$ cat config.mk
export PLATFORM = sky130hd
export DESIGN_NAME = vga_compositor
export DESIGN_NICKNAME = d
export VERILOG_FILES = /design/src/rtl/vga_compositor.sv
export SDC_FILE = /design/constraint.sdc
export NUM_CORES = 1
export LEC_CHECK = 0
export ABC_AREA = 1
export CORE_MARGIN = 1.5
export CORE_UTILIZATION = 52
export CTS_BUF_LIST = sky130_fd_sc_hd__clkbuf_8
export DETAILED_ROUTE_END_ITERATION = 7
export PLACE_DENSITY_LB_ADDON = 0.3
export SLEW_MARGIN = 0
export SYNTH_ARGS = -nofsm -noshare
export SYNTH_HDL_FRONTEND = slang
export SYNTH_SLANG_ARGS = --single-unit
$ cat constraint.sdc
create_clock -name clk -period 1.7 [get_ports clk]
set_input_delay 0.255 -clock clk [delete_from_list [all_inputs] [get_ports clk]]
set_output_delay 0.255 -clock clk [all_outputs]
set_load 0.01 [all_outputs]
$ cat src/rtl/vga_compositor.sv
// VGA timing generator and N-layer priority compositor.
// Timing runs from the system clock with a one-in-CLK_DIV pixel enable.
// Layer enables come from a per-scene table that is sampled only at frame start.
// The composite pixel and both syncs leave the block registered and mutually aligned.
module vga_compositor #(
    parameter int N_LAYERS = 4,
    parameter int PIX_W    = 12,
    parameter int CLK_DIV  = 4,
    parameter int H_ACTIVE = 640,
    parameter int H_FP     = 16,
    parameter int H_SYNC   = 96,
    parameter int H_BP     = 48,
    parameter int V_ACTIVE = 480,
    parameter int V_FP     = 10,
    parameter int V_SYNC   = 2,
    parameter int V_BP     = 33,
    parameter int PIPE_LAT = 2,
    parameter int SCENE_W  = 3
) (
    input  logic                      clk,
    input  logic                      rst,
    input  logic [SCENE_W-1:0]        scene,
    input  logic                      mask_wr,
    input  logic [SCENE_W-1:0]        mask_addr,
    input  logic [N_LAYERS-1:0]       mask_data,
    input  logic [N_LAYERS-1:0]       layer_valid,
    input  logic [N_LAYERS*PIX_W-1:0] layer_pixel,
    input  logic [PIX_W-1:0]          bg_pixel,
    output logic                      pix_en,
    output logic [9:0]                h_cnt,
    output logic [9:0]                v_cnt,
    output logic                      frame_start,
    output logic [PIX_W-1:0]          vga_rgb,
    output logic                      hsync,
    output logic                      vsync
);

    localparam int H_TOTAL   = H_ACTIVE + H_FP + H_SYNC + H_BP;
    localparam int V_TOTAL   = V_ACTIVE + V_FP + V_SYNC + V_BP;
    localparam int DIV_W     = (CLK_DIV > 1) ? $clog2(CLK_DIV) : 1;
    localparam int TBL_DEPTH = 2 ** SCENE_W;

    localparam logic [DIV_W-1:0] DIV_MAX   = DIV_W'(CLK_DIV - 1);
    localparam logic [9:0]       H_MAX     = 10'(H_TOTAL - 1);
    localparam logic [9:0]       V_MAX     = 10'(V_TOTAL - 1);
    localparam logic [9:0]       H_ACT_END = 10'(H_ACTIVE);
    localparam logic [9:0]       V_ACT_END = 10'(V_ACTIVE);
    localparam logic [9:0]       H_SYN_BEG = 10'(H_ACTIVE + H_FP);
    localparam logic [9:0]       H_SYN_END = 10'(H_ACTIVE + H_FP + H_SYNC);
    localparam logic [9:0]       V_SYN_BEG = 10'(V_ACTIVE + V_FP);
    localparam logic [9:0]       V_SYN_END = 10'(V_ACTIVE + V_FP + V_SYNC);

    logic [DIV_W-1:0]    div_r;
    logic [DIV_W-1:0]    div_nxt_s;
    logic                pix_en_nxt_s;
    logic                pix_en_r;
    logic [9:0]          h_cnt_r;
    logic [9:0]          v_cnt_r;
    logic [9:0]          h_nxt_s;
    logic [9:0]          v_nxt_s;
    logic                frame_start_r;

    logic [N_LAYERS-1:0] tbl_r [TBL_DEPTH];
    logic [N_LAYERS-1:0] active_mask_r;

    logic                hs_raw_s;
    logic                vs_raw_s;
    logic                act_raw_s;
    logic [PIPE_LAT:0]   hs_dl_r;
    logic [PIPE_LAT:0]   vs_dl_r;
    logic [PIPE_LAT:0]   act_dl_r;

    logic [PIX_W-1:0]    comp_s;
    logic [PIX_W-1:0]    vga_rgb_r;

    // Next divider count and whether the next cycle is a pixel-enable cycle.
    always_comb begin
        div_nxt_s = div_r;
        if (div_r == DIV_MAX) begin
            div_nxt_s = '0;
        end else begin
            div_nxt_s = div_r + DIV_W'(1);
        end
        pix_en_nxt_s = (div_nxt_s == DIV_MAX);
    end

    // Next raster position; it only moves on pixel-enable cycles.
    always_comb begin
        h_nxt_s = h_cnt_r;
        v_nxt_s = v_cnt_r;
        if (pix_en_r) begin
            if (h_cnt_r == H_MAX) begin
                h_nxt_s = 10'd0;
                if (v_cnt_r == V_MAX) begin
                    v_nxt_s = 10'd0;
                end else begin
                    v_nxt_s = v_cnt_r + 10'd1;
                end
            end else begin
                h_nxt_s = h_cnt_r + 10'd1;
            end
        end else begin
            h_nxt_s = h_cnt_r;
            v_nxt_s = v_cnt_r;
        end
    end

    // Divider, raster counters and the registered pix_en / frame_start pulses.
    always_ff @(posedge clk or negedge rst) begin
        if (!rst) begin
            div_r         <= '0;
            pix_en_r      <= 1'b0;
            h_cnt_r       <= 10'd0;
            v_cnt_r       <= 10'd0;
            frame_start_r <= 1'b0;
        end else begin
            div_r         <= div_nxt_s;
            pix_en_r      <= pix_en_nxt_s;
            h_cnt_r       <= h_nxt_s;
            v_cnt_r       <= v_nxt_s;
            frame_start_r <= pix_en_nxt_s && (h_nxt_s == H_MAX) && (v_nxt_s == V_MAX);
        end
    end

    // Scene layer-enable table; writes land immediately but are only consumed at frame start.
    always_ff @(posedge clk or negedge rst) begin
        if (!rst) begin
            for (int i = 0; i < TBL_DEPTH; i++) begin
                tbl_r[i] <= '1;
            end
        end else if (mask_wr) begin
            tbl_r[mask_addr] <= mask_data;
        end else begin
            tbl_r[mask_addr] <= tbl_r[mask_addr];
        end
    end

    // Frame-coherent mask: latch the pre-write table entry of the current scene at frame start.
    always_ff @(posedge clk or negedge rst) begin
        if (!rst) begin
            active_mask_r <= '1;
        end else if (frame_start_r) begin
            active_mask_r <= tbl_r[scene];
        end else begin
            active_mask_r <= active_mask_r;
        end
    end

    // Undelayed sync and active-area flags for the presented raster position.
    always_comb begin
        hs_raw_s  = !((h_cnt_r >= H_SYN_BEG) && (h_cnt_r < H_SYN_END));
        vs_raw_s  = !((v_cnt_r >= V_SYN_BEG) && (v_cnt_r < V_SYN_END));
        act_raw_s = (h_cnt_r < H_ACT_END) && (v_cnt_r < V_ACT_END);
    end

    // Priority select: scanning from the lowest priority up lets layer 0 win last.
    always_comb begin
        comp_s = bg_pixel;
        for (int k = N_LAYERS - 1; k >= 0; k--) begin
            comp_s = (layer_valid[k] && active_mask_r[k]) ? layer_pixel[k*PIX_W +: PIX_W] : comp_s;
        end
    end

    // Delay lines matching the external renderer latency plus the output register.
    always_ff @(posedge clk or negedge rst) begin
        if (!rst) begin
            hs_dl_r   <= '1;
            vs_dl_r   <= '1;
            act_dl_r  <= '0;
            vga_rgb_r <= '0;
        end else if (pix_en_r) begin
            hs_dl_r   <= {hs_dl_r[PIPE_LAT-1:0], hs_raw_s};
            vs_dl_r   <= {vs_dl_r[PIPE_LAT-1:0], vs_raw_s};
            act_dl_r  <= {act_dl_r[PIPE_LAT-1:0], act_raw_s};
            vga_rgb_r <= act_dl_r[PIPE_LAT-1] ? comp_s : '0;
        end else begin
            hs_dl_r   <= hs_dl_r;
            vs_dl_r   <= vs_dl_r;
            act_dl_r  <= act_dl_r;
            vga_rgb_r <= vga_rgb_r;
        end
    end

    assign pix_en      = pix_en_r;
    assign h_cnt       = h_cnt_r;
    assign v_cnt       = v_cnt_r;
    assign frame_start = frame_start_r;
    assign vga_rgb     = vga_rgb_r;
    assign hsync       = hs_dl_r[PIPE_LAT];
    assign vsync       = vs_dl_r[PIPE_LAT];

endmodule

# After elaboration in Yosys (flattened, before gate mapping)
# Index checks and enable logic that the tools add are counted.
# totals
register_bits	80
input_bits	77
out_inout_bits	36
wordCells	72
# op_classes
n_addsub	3
magnitude_cmp	9
eq_ne	6
n_mux	22
n_bitwise	2
n_reduce_logical	12
# ops
cell	count
32-bit bitwise mux	2
12-bit 2-to-1 mux	5
10-bit 2-to-1 mux	5
10-bit equality test, second input constant	4
32-bit 2-to-1 mux	1
4-bit binary-select mux with 3-bit select	2
10-bit by 1-bit adder with 10-bit output, second input constant	2
10-bit < comparator, second input constant	2
10-bit by 9-bit < comparator with 1-bit output, second input constant	2
4-bit 2-to-1 mux	5
4-bit demux with 3-bit select	1
10-bit >= comparator, second input constant	1
10-bit by 9-bit >= comparator with 1-bit output, second input constant	1
1-bit logical AND	10
4-bit >= comparator, second input constant	2
3-bit NOT with 4-bit output	2
2-bit equality test, second input constant	2
4-bit by 1-bit < comparator with 1-bit output, second input constant	1
2-bit by 1-bit adder with 2-bit output, second input constant	1
1-bit logical NOT	2
2-bit 2-to-1 mux	1

# Logic depth before layout (Yosys ltp)
# logic_depth
word_depth	7
mapped_depth	12
mapped_depth_nobuf	12

# Least setup slack after synthesis
# Ideal clock, no wire load.
# synth_path
path_kind	register -> register
start	register h_cnt_r[0], in the netlist h_cnt[0]
end	register frame_start_r, in the netlist frame_start
setup_time_ns	0.069
arrival_time_ns	1.540
required_time_ns	1.631
slack_ns	0.091
stages_incl_launch_ff	12
path_buffers	0
period_less_slack_ns	1.609
cell_sequence	dfrtp_1 ha_1 inv_1 nor2_4 nand4_4 clkinv_2 nand2_1 nand2_1 nand3_1 nor2_1 nand3_1 nor2_2
# synth_via
elab_chain_len	6
elab_cells_between_ends	10
classes_between	add/sub: 1; eq/ne: 3; mux: 4; reduce/logical: 2
# synth_rtl
element	line_no	rtl
start: declaration	57	logic [9:0] h_cnt_r;
start signal: assignment	119	h_cnt_r <= h_nxt_s;
10-bit by 1-bit adder with 10-bit output or 10-bit equality test (tied branches)	100, 92	
10-bit 2-to-1 mux	92	if (h_cnt_r == H_MAX) begin
10-bit 2-to-1 mux	91	if (pix_en_r) begin
10-bit equality test	121	frame_start_r <= pix_en_nxt_s && (h_nxt_s == H_MAX) && (v_nxt_s == V_MAX);
1-bit logical AND	121	
1-bit logical AND (*)	121	
end signal: assignment	121	
end: declaration	61	logic frame_start_r;
# Every way passes the cells marked *; elsewhere a longest branch is shown, timed or not.
# A chain may end at the register's enable or synchronous reset.

# Worst setup path after layout
# layout_path
start	register h_cnt_r[1], in the netlist h_cnt[1]
end	register frame_start_r, in the netlist frame_start
# layout_via
elab_chain_len	6
elab_cells_between_ends	10
classes_between	add/sub: 1; eq/ne: 3; mux: 4; reduce/logical: 2
# layout_rtl
element	line_no	rtl
10-bit by 1-bit adder with 10-bit output or 10-bit equality test (tied branches)	100, 92	
10-bit 2-to-1 mux	92	
10-bit 2-to-1 mux (*)	91	
net h_nxt_s[1]	59	logic [9:0] h_nxt_s;
10-bit equality test (*)	121	
1-bit logical AND (*) (2 in series)	121	
# Mark *: on every way through the listed nets, which the timed path passes. The rest lies on a longest branch.

==> results.yml <==
logic_synthesis:
  ys_ff_latch: 80
  syn_nets: 712
  yosys_warnings: 0
  postSynthAreaPerCell_sq_um: 7.68
  ys_seq_area_share_pct: 42.6
  synthXorXnorAreaFrac_pct: 0
  synth_compound_area_share_pct: 16.0
  synth_mux_area_share_pct: 1.04
  synth_cells: 628
  synth_top_family_by_area: "simple AND/OR/NAND/NOR gates"
  synth_cell_types: 39
  synth_area_sq_um: 4820
  synthAdderAreaFrac_pct: 1.82
  synthSimpleGateAreaFrac_pct: 30.1
clock_network:
  cts.clk_slew.worst_paths_ps: 90
  cts_made_buffers: 9
  clk_latency_ps: 350
  cts.sinks: 80
  clk_path_buf_depth: 2
  tritoncts: "yes"
  htree_num_levels: 3
  cts-root-buf: "clkbuf_8"
pwr:
  sw_frac_of_total_pct: 27.1
  combPwrFrac_pct: 18.5
  p_int_w: 0.00348
  clkPwrFrac_pct: 32.4
  power_density_nw_per_um2: 698
  power_switching_w: 0.00130
  irDropWorstVdd_uv: 490
  seq_power_share_pct: 49.2
  leakage_nw: 3.18
worst_setup_path:
  rrSetupSlack_ps: -70
  cp_data_arrival_time_ps: 2060
  crit_start: "h_cnt[1]$_DFF_PN0_"
  critPathLaunchType: "flop"
  criticalPathCategory: "reg2reg"
  r2r_end: "frame_start$_DFF_PN0_"
  worstSetupEndpoint: "frame_start$_DFF_PN0_"
  rr_startpoint: "h_cnt[1]$_DFF_PN0_"
  crit_fanout: 5
  rr_worst_depth: 13
  end_kind: "flop"
  crit_required_ps: 1980
drt:
  via_count: 5173
  wl_per_cell_um: 16.6
  routed_via_density: 5.72
  routed_wl_mm: 15.0
  route.detailed.drc: 0
  ant_nets: 0
  dr.pass1.iters: 5
  drt-initial-drc-count: 392
timing:
  worst_pin_slew_ps: 547
  finalWorstSetupSlack_ps: -71.7
  final.period_utilization_pct: 104
  maxSlewHeadroom_pct: 63.5
  tns_ps: -71.7
  setup_viol: 1
  final_max_slew_viol_count: 0
  rsz0062_at_grt: "yes"
  hold_viol: 0
  fin_worst_skew_ps: 12.9
  period_minus_slack_ps: 1770
  fmax_ghz: 0.564
global_routing:
  grt_start_max_net_pins: 41
  antenna_found_initial: 0
  grtUsageTotal_pct: 29.7
  overflow: 0
  grt_pass1_wl_mm: 23.2
  first_global_vias: 4857
placement:
  hpwl_mm: 11.0
  placed_cell_area_sq_um: 6460
  gp_congestion: 0.912
  portBuffers: 112
die:
  row_count: 34
  num_io_pins: 113
  core_area_sq_um: 8850
  initial_core_util_pct: 54.5
  die_area_sq_um: 9870
  fp.dieW_um: 99.3
  die_h_um: 99.3
job:
  maxCapViolCount: 0
final_layout:
  design_area_sq_um: 6840
  fillers: 624
  fin_nets: 876
  drive_above_1_share_pct: 22.5
  area_growth_pct: 41.8
  antenna_cells: 0
min_path:
  worstHoldPathType: "in2async"
run_status:
  status: "finished, violations left"
  violations: "negative setup slack"
## flip-flops by register name (all words and copies together) (netlist names)
| name | count |
|---|---|
| pix_en | 1 |
| v_cnt | 10 |
| hs_dl_r | 3 |
| frame_start | 1 |
| vga_rgb | 12 |
| tbl_r | 32 |
| div_r | 2 |
| active_mask_r | 4 |
| act_dl_r | 2 |
| h_cnt | 10 |
| vs_dl_r | 3 |
## cell usage in the layout (no fill, tap or decap), types with 6 or more instances in the layout
| master | count |
|---|---|
| a21oi_1 | 14 |
| buf_4 | 60 |
| clkbuf_8 | 9 |
| clkdlybuf4s50_1 | 103 |
| dfrtp_1 | 35 |
| dfstp_2 | 42 |
| dlymetal6s2s_1 | 7 |
| ha_1 | 6 |
| inv_1 | 65 |
| inv_2 | 12 |
| nand2_1 | 172 |
| nand3_1 | 71 |
| nand3_2 | 6 |
| nand4_1 | 7 |
| nor2_1 | 18 |
| nor2_2 | 11 |
| nor3_1 | 8 |
| o211ai_1 | 37 |
| o21ai_0 | 34 |
| o311ai_1 | 13 |
## per-stage QoR
stage	util, %	setup WS [ps]	std cells	hold slack [ps]	total power [W]
after floorplan	-	91.1	628	-40.6	0.00274
after global placement	73.0	-85.5	879	283	0.00321
after detailed placement	73.0	-202	879	279	0.00324
after CTS	76.1	-34.2	900	448	0.00479
after global routing	77.3	-209	905	473	0.00497
final	77.3	-71.7	905	448	0.00477
## cells in the mapped netlist (all sizes together)
master | number | share of area (%)
nor2 | 35 | 3.9
inv | 76 | 5.9
ha | 7 | 1.8
a21oi | 15 | 1.6
o21ai | 39 | 4.0
nor3 | 13 | 1.9
nand2 | 176 | 14
o211ai | 37 | 5.8
dfstp | 42 | 23
o2111ai | 1 | 0.18
o21bai | 1 | 0.16
nand4 | 10 | 1.9
clkinv | 3 | 0.26
nand3 | 77 | 8.3
clkbuf | 15 | 1.2
buf | 11 | 1.1
nor4 | 1 | 0.13
or2 | 1 | 0.13
mux2i | 5 | 1.0
o311ai | 17 | 3.1
o221ai | 2 | 0.36
o22ai | 5 | 0.65
o31ai | 1 | 0.16
dfrtp | 38 | 20
## repair_timing
action                                  CTS  global route
endpoints found under the hold margin    15             0
hold buffers                              1             0
resized for setup                         7            21
endpoints found under the setup margin    6            12
pin swaps                                 0             8
gates cloned                              0             0
setup buffers                             4             5
## critical path: stages, from the launching register on
cell	delay, ps
dfrtp_1	420
buf_6	140
inv_1	40
ha_1	260
nand2_1	50
inv_1	60
nand2_1	50
nand2_1	70
nand2_1	80
nor2_2	140
nand2_1	90
nor2_2	130
nand3_2	90
nor2_2	80
## metal layers
metal | wire [um] | part of all wire, % | GRT usage, %
met2 | 7130 | 47 | 49.3
met1 | 6330 | 42 | 38.6
met5 | 0 | 0 | 0
met3 | 1220 | 8.1 | 5.13
met4 | 359 | 2.4 | 12.4
## cell families after synthesis
| kind of cell | after synthesis |
|---|---|
| compound gates | 118 |
| fa+ha+maj | 7 |
| buf+inv | 105 |
| flops | 80 |
| mux | 5 |
| simple gates | 313 |
## area by class of cell
cell class	count	area [sq um]	share of cell area, %
well taps	108	135	1.98
multi-input cells	443	2410	35.3
clock inverters	7	93.8	1.37
repair buffers	179	1710	25.0
clock buffers	9	124	1.81
inverters	79	303	4.43
flip-flops and latches	80	2060	30.1
## power by group through the flow
stage | Combinational [W] | Clock (W) | Sequential, W
3_5_place_dp | 0.000874 | 0 | 0.00237
5_1_grt | 0.000963 | 0.00164 | 0.00236
2_1_floorplan | 0.000410 | 0 | 0.00233
3_3_place_gp | 0.000848 | 0 | 0.00236
6_report | 0.000881 | 0.00155 | 0.00235
4_1_cts | 0.000878 | 0.00158 | 0.00234
## worst min-delay path by stage
stage | from | endpoint | depth (start not counted)
floorplan | rst | act_dl_r[0]$_DFFE_PN0P_ | 0
global placement | rst | div_r[0]$_DFF_PN0_ | 1
detailed placement | rst | div_r[0]$_DFF_PN0_ | 1
CTS | rst | vga_rgb[5]$_DFFE_PN0P_ | 2
global route | rst | vga_rgb[4]$_DFFE_PN0P_ | 2
finish | rst | vga_rgb[4]$_DFFE_PN0P_ | 2
Power figures use the tool's default switching activity.
